[src/rtl/conv_encoder_frame.sv]
// Rate-1/2 K=3 convolutional encoder: one parallel word in, MSB-first 2-bit symbols out, plus packed codeword.
// Optional trellis termination (two zero tail bits, o_sym only) is enabled with `define CONV_TAIL_EN.
module conv_encoder_frame #(
    parameter int         SIZE_DATA_IN  = 8,
    parameter int         SIZE_DATA_OUT = 16,
    parameter logic [2:0] G0            = 3'b111,
    parameter logic [2:0] G1            = 3'b101
) (
    input  logic                     i_clk,
    input  logic                     i_rst,
    input  logic                     i_start,
    input  logic [SIZE_DATA_IN-1:0]  i_data,
    output logic                     o_ready,
    output logic [1:0]               o_sym,
    output logic                     o_valid,
    output logic [SIZE_DATA_OUT-1:0] o_data,
    output logic                     o_done
);

    localparam int CW = $clog2(SIZE_DATA_IN) + 1;
    localparam logic [CW-1:0] LAST = CW'(SIZE_DATA_IN - 1);

    if (SIZE_DATA_OUT != 2 * SIZE_DATA_IN) begin : g_size_check
        $error("conv_encoder_frame: SIZE_DATA_OUT must equal 2*SIZE_DATA_IN");
    end

`ifdef CONV_TAIL_EN
    typedef enum logic [1:0] {IDLE, ENCODE, TAIL, DONE} state_t;
`else
    typedef enum logic [1:0] {IDLE, ENCODE, DONE} state_t;
`endif

    state_t                   state_q, state_d;
    logic [SIZE_DATA_IN-1:0]  data_q, data_d;
    logic                     s1_q, s1_d, s2_q, s2_d;
    logic [CW-1:0]            cnt_q, cnt_d;
    logic [1:0]               sym_q, sym_d;
    logic                     valid_q, valid_d;
    logic [SIZE_DATA_OUT-1:0] odata_q, odata_d;
    logic                     done_q, done_d;
    logic                     ready_q, ready_d;

    logic       u;
    logic [1:0] code;

    // Data word is shifted left so the current info bit is always the MSB (tail bits are zero)
    always_comb begin
        u    = (state_q == ENCODE) ? data_q[SIZE_DATA_IN-1] : 1'b0;
        code = {^(G0 & {u, s1_q, s2_q}), ^(G1 & {u, s1_q, s2_q})};
    end

    always_comb begin
        state_d = state_q;
        data_d  = data_q;
        s1_d    = s1_q;
        s2_d    = s2_q;
        cnt_d   = cnt_q;
        sym_d   = '0;
        valid_d = 1'b0;
        odata_d = odata_q;
        done_d  = 1'b0;
        unique case (state_q)
            IDLE: begin
                if (i_start && ready_q) begin
                    state_d = ENCODE;
                    data_d  = i_data;
                    s1_d    = 1'b0;
                    s2_d    = 1'b0;
                    cnt_d   = '0;
                    odata_d = '0;
                end
            end
            ENCODE: begin
                sym_d   = code;
                valid_d = 1'b1;
                // Shift-in packing lands symbol k at [OUT-1-2k -: 2] once all symbols are in
                odata_d = {odata_q[SIZE_DATA_OUT-3:0], code};
                data_d  = {data_q[SIZE_DATA_IN-2:0], 1'b0};
                s2_d    = s1_q;
                s1_d    = u;
                cnt_d   = cnt_q + CW'(1);
                if (cnt_q == LAST) begin
                    cnt_d   = '0;
`ifdef CONV_TAIL_EN
                    state_d = TAIL;
`else
                    state_d = DONE;
`endif
                end
            end
`ifdef CONV_TAIL_EN
            TAIL: begin
                sym_d   = code;
                valid_d = 1'b1;
                s2_d    = s1_q;
                s1_d    = u;
                cnt_d   = cnt_q + CW'(1);
                if (cnt_q == CW'(1)) begin
                    state_d = DONE;
                end
            end
`endif
            DONE: begin
                done_d  = 1'b1;
                state_d = IDLE;
            end
            default: state_d = IDLE;
        endcase
        // o_done is registered on leaving DONE, so readiness returns one cycle after the done pulse
        ready_d = (state_d == IDLE) && (state_q != DONE);
    end

    always_ff @(posedge i_clk) begin
        if (i_rst) begin
            state_q <= IDLE;
            data_q  <= '0;
            s1_q    <= 1'b0;
            s2_q    <= 1'b0;
            cnt_q   <= '0;
            sym_q   <= '0;
            valid_q <= 1'b0;
            odata_q <= '0;
            done_q  <= 1'b0;
            ready_q <= 1'b1;
        end else begin
            state_q <= state_d;
            data_q  <= data_d;
            s1_q    <= s1_d;
            s2_q    <= s2_d;
            cnt_q   <= cnt_d;
            sym_q   <= sym_d;
            valid_q <= valid_d;
            odata_q <= odata_d;
            done_q  <= done_d;
            ready_q <= ready_d;
        end
    end

    assign o_ready = ready_q;
    assign o_sym   = sym_q;
    assign o_valid = valid_q;
    assign o_data  = odata_q;
    assign o_done  = done_q;

endmodule

[config.mk]
export PLATFORM = sky130hd
export DESIGN_NAME = conv_encoder_frame
export DESIGN_NICKNAME = d
export VERILOG_FILES = /design/src/rtl/conv_encoder_frame.sv
export SDC_FILE = /design/constraint.sdc
export NUM_CORES = 1
export LEC_CHECK = 0
export CAP_MARGIN = 30
export CORE_MARGIN = 3
export CORE_UTILIZATION = 27
export CTS_BUF_LIST = sky130_fd_sc_hd__clkbuf_8
export DETAILED_ROUTE_END_ITERATION = 6
export GPL_TIMING_DRIVEN = 0
export HOLD_SLACK_MARGIN = 0.15
export PLACE_DENSITY = 0.49
export SLEW_MARGIN = 20
export SYNTH_ARGS = -nofsm -noshare
export SYNTH_HDL_FRONTEND = slang
export SYNTH_SLANG_ARGS = --single-unit
[constraint.sdc]
create_clock -name i_clk -period 3.23 [get_ports i_clk]
set_input_delay 0.646 -clock i_clk [delete_from_list [all_inputs] [get_ports i_clk]]
set_output_delay 0.646 -clock i_clk [all_outputs]
set_load 0.05 [all_outputs]
==> summary.md <==
| Metric | Value |
|---|---|
| Final Skew | `0.00321 ns` |
| Pins Over Slew Limit | `0` |
| R2R cell count | `4` |
| Core ar. | `just under 5000 µm²` |
| Largest net degree at the start of global routing | `12` |
| Most used DFF post-synth | `dfxtp_1` |
| Pwr dens | `between 500 and 600 nW/µm²` |
| Final hold viol count | `0` |
| Max-cap violations | `0` |
| Via count | `1043` |
| Setup-failing EPs final | `0` |
| WS Path Type | `reg2out` |
| Inserted Clock Buffers | `5` |
| Area leader, netlist | `dfxtp_1` |
| Die H | `~77 µm` |
| Slew headroom | `between 60 and 70%` |
| Critical path's slowest cell | `clkdlybuf4s50_1` |
| DRT iter0 DRCs | `42` |
| Syn Nets | `130` |
| Pre-CTS setup slack | `between 0.9 and 1 ns` |
| Fin crit share | `65.4%` |
| Total GRT Usage | `~10%` |
| Top Family by Delay on Critical Path | `buffers and inverters` |
| Die area | `between 5000 and 6000 µm²` |
| Placed cell area | `1760 µm²` |
| Final worst slack | `1.12 ns` |
| Root buffer cell | `clkbuf_8` |
| Top post-synthesis cells by area | `dfxtp_1 54%, a22o_2 5.9%, a22o_1 5.8%` |
| Unrepaired setup endpoints after global routing | `no` |
| Area Overhead vs Synth | `36.5%` |
| Status | `complete, no violations` |
| PortBufs | `31` |
| Die X | `slightly below 80 µm` |
| Number of enable flip-flop cells after synthesis | `0` |
| Crit path arrival time | `~1.5 ns` |
| Synth Cell Area | `1360 µm²` |
| Total Wirelength | `2.83 mm` |
| # IOs | `32` |
| CP max FO | `3` |
| Reg2Reg Setup Slack | `1.71 ns` |
| Critical path cell sequence | `clkdlybuf4s50_1` |
| Post-CTS Resized | `0` |
| Reg-to-Reg Start | `state_q[0]` |
| Clock Latency Late Sink | `between 0.2 and 0.3 ns` |
| Total power | `between 0.9 and 1 mW` |
| Crit path capture type | `output port` |
| Final Cell Area | `~1900 µm²` |
| Post-CTS setup buffer count | `0` |
| Syn avg cell area | `11.6 µm²` |
| H-Tree Depth | `2` |
| Most numerous cell in the Yosys netlist | `dfxtp_1` |
| DR DRC count | `0` |
| Post-route antenna net violation count | `0` |
| End of the worst hold path | `o_data[14]` |
| Worst hold path type | `reg2reg` |
| Clock Path Buffers | `2` |
| Antenna violations before repair | `0` |
| Nets | `around 170` |
| First drt pass iteration count | `4` |
| Worst hold start | `o_data[14]` |
| Sequential share of the synthesized area | `54.3%` |
| Post-layout util | `about two fifths` |
| Ys Warns | `0` |
| Mapped Cells | `118` |
| Fmax | `around 470 MHz` |
| Row count | `25` |
| WP buf/inv | `1` |
| Commonest cells in the netlist | `37 x dfxtp_1, 12 x a21oi_1, 9 x a22o_1, 8 x a22o_2` |
| GRT Residual Overflow | `0` |
| Routed WL per cell | `roughly 13 µm` |
| CTS tree | `built` |
| Kind of launch point of the worst setup path | `register` |
| Starting Density | `between 20% and 30%` |
| Routability cong. | `0.711` |
| Synth top area share | `a little over half` |
| CP Data Required Time | `approximately 2.6 ns` |
| Clk slew on worst S/H paths | `0.07 ns` |
| Clk sinks | `37` |
| Post-CTS Hold Buffers | `0` |
| Hold slack | `0.486 ns` |
| Layout cells sized above 1 | `roughly 14%` |
| N_diodes | `0` |
| Crit-path max cell delay | `between 0.8 and 0.9 ns` |
| Post-synth cell types | `33` |
| Vias/cell | `approximately 4.7` |
| Lkg Pwr | `0.745 nW` |
| #FFs+latches synth | `37` |
| Post-synth ARST share | `0%` |
| Slew of the pin with the lowest slew margin | `about 0.50 ns` |
| Min cycle time layout | `2.11 ns` |
| Reg-to-Reg End | `s1_q` |
| # placed instances | `roughly 220` |
| Worst Hold Depth | `1` |
| Layout Cells excl Fill | `roughly 220` |
| Worst vdd ir | `around 180 µV` |
| Vias in the first global route | `slightly above 1000` |
| First-pass GRT wire length | `4.81 mm` |
| Detail Placement HPWL | `2.03 mm` |
| Setup tns final | `0 ns` |
-- state kept, by name (all words and copies together), names as in the netlist --
name and flops:
state_q 2, data_q 8, o_sym 2, o_ready 1
o_data 16, cnt_q 4, s2_q 1, o_valid 1
s1_q 1, o_done 1
-- metal layers --
metal,vias up,global-route usage (%),wire (µm)
li1,522,-,-
met1,497,12.5,1290
met2,18,16.2,1380
met3,6,3.40,109
met4,0,4.80,51
met5,-,0,0
-- cell type report --
cell class                 count  area [µm²]
fill                         499        2960
sequential                    37         741
multi-input combinational     71         553
timing repair buffer          31         310
tap                           67        83.8
clock buffer                   5        68.8
buffer                         8        62.6
clock inverter                 2        35.0
inverter                       2        7.51
-- worst max path at each step --
stage          startpoint  depth (start not counted)         end  slack, ns
2_1_floorplan     o_ready                          4    cnt_q[3]       1.65
3_3_place_gp      i_start                          5        s2_q       0.98
3_5_place_dp      i_start                          5  o_data[14]       0.95
4_1_cts        o_data[11]                          1  o_data[11]       1.09
5_1_grt         o_data[3]                          1   o_data[3]       1.06
6_report        o_data[3]                          1   o_data[3]       1.12
-- where the power goes --
part           switching, mW  leakage (nW)  internal, mW
registers             0.0123         0.301         0.474
logic                 0.0568         0.389        0.0501
clock network          0.149        0.0540         0.224
total                  0.218         0.745         0.748
-- cell usage in the layout, fill, tap and decap left out, drive strengths merged --
cell type and instances:
and2 1, mux2i 7, and3b 1, clkbuf 9, a21oi 12, clkinv 1
clkdlybuf4s50 31, a22o 17, ha 1, bufinv 1, nor3 2, or3 1
nand4 1, inv 2, a311oi 7, nor2 4, o21ai 2, xnor2 1
a211o 1, dfxtp 37, nand2b 1, a21o 3, buf 4, nor2b 1
nor4 1, a21boi 1, xnor3 1, and3 1, nand3 1, or3b 2
o31ai 1
-- logic make-up after synthesis --
logic type | count (synthesis) | share of synthesized area (%)
xor+xnor | 2 | 2.29
mux | 7 | 5.14
compound gates | 44 | 24.7
flops | 37 | 54.3
fa+ha+maj | 1 | 0.917
simple gates | 17 | 7.52
buf+inv | 10 | 5.14
Power figures use the tool's default switching activity.
==> RTL edit 1, RTL diff (config.mk and constraints unchanged) <==
The 3 states of `state_t` get a one-hot encoding in 3 bits.
--- a/src/rtl/conv_encoder_frame.sv
+++ b/src/rtl/conv_encoder_frame.sv
@@ -29,3 +29,3 @@
 `else
-    typedef enum logic [1:0] {IDLE, ENCODE, DONE} state_t;
+    typedef enum logic [2:0] {IDLE = 3'b001, ENCODE = 3'b010, DONE = 3'b100} state_t;
 `endif
Behaviour: same outputs for any inputs over 10 cycles, from zero or initial values and one cycle with i_rst high; not proved beyond that.
==> RTL edit 1 against the original RTL <==
- sequential cell count rose by 1
- count of clock-buffer cells in the layout up 1
- core utilization is 0.26 points higher
- hold slack got worse by 0.020 ns
- synthesized area up 4.5%
- wire length up 2.8%
- cell area rose by 2.6%
- final cell count grew 2.7%
- power is 7.3% lower
- worst setup slack improved by 0.0073 ns
- sequential power rose by 1%
- sequential share of layout area about the same
==> RTL edit 1: results <==
metrics = {
    "routing": {
        "ant_nets": 0,
        "wl_um": 2910,
        "first_iter_violations": 39,
        "num_vias": 1066,
    },
    "cells_and_area": {
        "stdcell_count": 229,
        "fin_nets": 173,
        "drive_above_1_share_pct": 17.3,
        "multi_input_area_um2": 602,
        "fillers": 501,
    },
    "power_and_ir_drop": {
        "p_leak_nw": 0.715,
        "ir_worst_vdd_mv": 0.230,
    },
    "clock_network": {
        "clkLatencyLatePin_ns": 0.28,
        "cts_resized": 0,
        "cts_root_buf": "clkbuf_8",
        "htreeDepth": 2,
    },
    "min_path": {
        "hold_end": "data_q[3]",
        "hp-class": "reg -> reg",
        "hp-start": "data_q[3]",
    },
    "timing": {
        "whs_ns": 0.465,
        "skew_ns": 0.00484,
        "worst_slew_pin_slew_ns": 0.508,
    },
    "logic_synthesis": {
        "synthArstFlopShare_pct": 0,
        "seq_area_frac_synth_pct": 53.4,
        "synthesis.nets": 135,
        "ys_top_cells_by_count": "dfxtp_1, a22o_2",
        "yosys-top-cells-area": "dfxtp_1, a22o_2, mux2i_1",
        "synth_cell_type_count": 37,
        "synth_area_per_cell_um2": 11.6,
        "ys_warn_count": 0,
    },
    "global_route": {
        "track_usage_pct": 9.64,
        "grt_pass1_wl_um": 4660,
        "first_global_vias": 998,
        "grt_antenna_before_repair": 0,
    },
    "critical_path": {
        "reg2reg_to": "s1_q",
        "timing.rr.start": "state_q[1]",
        "arrival_ns": 1.46,
        "rrSetupSlack_ns": 1.64,
        "rr_worst_depth": 5,
    },
    "placement": {
        "detailedPlacementHpwl_um": 2160,
        "dp_cells": 221,
        "io_buffer_count": 31,
        "routabilityCongestion": 0.717,
        "dpl-instance-area_um2": 1820,
        "dp_slack_ns": 0.965,
    },
    "run_status": {
        "outcome": "finished, final reports clean",
    },
}
[RTL edit 1: worst reg2reg max path: stages, from the launching register on]
cell     delay, ns
dfxtp_1       0.41
and4b_1       0.23
buf_6         0.13
o31ai_4       0.41
buf_6         0.21
a22o_2        0.15
[RTL edit 1: final cells by class]
class	count	share of cell area, %
Sequential cell	38	39.8
Multi-Input combinational cell	76	31.5
Buffer	7	2.88
Tap cell	67	4.39
Clock inverter	2	0.458
Clock buffer	6	4.32
Timing Repair Buffer	31	16.2
Inverter	2	0.393
[RTL edit 1: cells by family after synthesis]
logic type / count (synthesis) / synth area share [%]
flip-flops: 38 / 53.4
AO/OA/AOI/OAI: 39 / 23.4
XOR/XNOR: 2 / 2.19
buffers and inverters: 9 / 4.39
adder cells (fa/ha/maj): 1 / 0.878
multiplexers: 5 / 3.51
AND/OR/NAND/NOR: 29 / 12.2
[RTL edit 1: how the worst max path moves through the flow]
stage / startpoint / endpoint / slack, ns / cells past startpoint
6_report: o_data[5] / o_data[5] / 1.12 / 1
5_1_grt: o_data[5] / o_data[5] / 1.06 / 1
4_1_cts: o_data[5] / o_data[5] / 1.10 / 1
3_5_place_dp: i_rst / s1_q / 0.97 / 6
3_3_place_gp: i_rst / s2_q / 1.00 / 6
2_1_floorplan: i_start / o_data[15] / 1.59 / 5
[RTL edit 1: metal layers]
layer  vias up  wire [um]  track usage, %  part of all wire [%]
met5         -          0               0                     0
met4         0         68            5.59                   2.3
met3         9        179            3.33                   6.2
met2        33       1290            14.3                    44
met1       487       1370            12.1                    47
li1        537          -               -                     -
[RTL edit 1: report_power, final]
part | internal (mW) | total, mW | switching [mW] | leakage (nW)
registers | 0.481 | 0.491 | 0.00994 | 0.308
clock network | 0.169 | 0.327 | 0.158 | 0.0524
logic | 0.0386 | 0.0786 | 0.0400 | 0.355
==> RTL edit 2, RTL diff (same settings) <==
Without the edit above. Build with the macro `CONV_TAIL_EN` defined.
--- a/src/rtl/conv_encoder_frame.sv
+++ b/src/rtl/conv_encoder_frame.sv
@@ -2,2 +2,4 @@
 // Optional trellis termination (two zero tail bits, o_sym only) is enabled with `define CONV_TAIL_EN.
+`define CONV_TAIL_EN
+
 module conv_encoder_frame #(
Check against the original RTL: same outputs for any inputs over 10 cycles, from zero or initial values and one cycle with i_rst high; that may be too few to reach the edited logic, so the function may still have changed.
==> RTL edit 2 against the original RTL <==
- synthesized area grew 19%
- final cell count grew 30%
- count of clock-buffer cells in the layout grew 1
- worst setup slack lost 0.062 ns
- clock skew grew 0.0027 ns
- sequential cell count is the same
- cell area grew 14%
- first-iteration DRC count grew 110%
- wire length grew 28%
- fmax shrank 2.9%
- hold slack lost 0.034 ns
Power is not compared: it rests on default switching activity, and its combinational part moved more than twofold at a synthesized area within 25%.
==> RTL edit 2: results <==
metrics = {
    "routing": {
        "first_iter_violations": 88,
        "wl_per_cell_um": 12.5,
        "num_vias": 1344,
        "via_per_inst": 4.63,
    },
    "critical_path": {
        "rr_worst_depth": 8,
        "max_stage_delay_ns": 0.83,
        "path_max_fanout": 5,
    },
    "placement": {
        "io_buffer_count": 30,
        "detailedPlacementHpwl_um": 2590,
        "dp_slack_ns": 0.847,
        "dp_cells": 282,
        "dpl-instance-area_um2": 2010,
        "routabilityCongestion": 0.750,
    },
    "min_path": {
        "whs_path_depth": 2,
    },
    "logic_synthesis": {
        "netlist_instances": 180,
        "synth_cell_type_count": 37,
        "synthesis.nets": 198,
        "seq_area_frac_synth_pct": 45.7,
        "ys_top_cells_by_count": "dfxtp_1, a21oi_1, nand2_1",
        "yosys-top-cells-area": "dfxtp_1, a21oi_1, ha_1",
    },
    "power_and_ir_drop": {
        "p_leak_nw": 0.752,
    },
    "global_route": {
        "track_usage_pct": 10.7,
        "grt_max_degree": 13,
        "first_global_vias": 1202,
        "grt_pass1_wl_um": 5980,
    },
    "timing": {
        "skew_ns": 0.00586,
    },
    "run_status": {
        "outcome": "finished, final reports clean",
    },
    "cells_and_area": {
        "fin_nets": 235,
        "drive_above_1_share_pct": 10.6,
    },
}
-- RTL edit 2: cell count changes after synthesis, moves of 8 or more --
cell	change
a211oi_1	+8
nand2_1	+21
nand3_1	+15
a21oi_1	+10
a22o_1	-9
a22o_2	-8
nor2_1	+9
-- RTL edit 2: report_power, final --
part / internal (mW) / switching [mW]
Clock: 0.251 / 0.172
Sequential: 0.511 / 0.0381
Combinational: 0.186 / 0.328
Total: 0.948 / 0.539
-- RTL edit 2: area by class of cell --
class / instances / area [um^2]
fillers: 586 / 3510
multi-input cells: 125 / 776
flip-flops and latches: 37 / 741
repair buffers: 30 / 300
well taps: 72 / 90.1
clock buffers: 6 / 82.6
plain buffers: 11 / 77.6
clock inverters: 2 / 37.5
inverters: 7 / 26.3
-- RTL edit 2: final timing paths --
path	start	end	slack [ns]
worst max-delay path	o_ready	o_ready	1.05
worst min-delay path	o_data[15]	o_data[15]	0.45
worst max register to register	state_q[0]	o_data[1]	1.19
worst min register to register	o_data[15]	o_data[15]	0.45
-- RTL edit 2: per-layer routing --
layer | global-route usage, % | share of wire, % | up-vias | routed length, um
met5 | 0 | 0 | - | 0
met4 | 4.82 | 1.5 | 0 | 53
met3 | 3.26 | 6.0 | 6 | 216
met2 | 14.9 | 39 | 32 | 1420
met1 | 14.9 | 53 | 597 | 1930
li1 | - | - | 709 | -
-- RTL edit 2: kinds of logic after synthesis --
family	after synthesis	share of synthesized area, %
AND/OR/NAND/NOR	65	19.4
multiplexers	7	4.32
buffers and inverters	18	6.41
flip-flops	37	45.7
AO/OA/AOI/OAI	44	17.7
adder cells (fa/ha/maj)	7	5.41
XOR/XNOR	2	1.08
-- RTL edit 2: worst min-delay path, cell delays in order, from the launching register on --
cell	delay, ns
dfxtp_1	0.31
nand2_1	0.05
a21oi_1	0.05
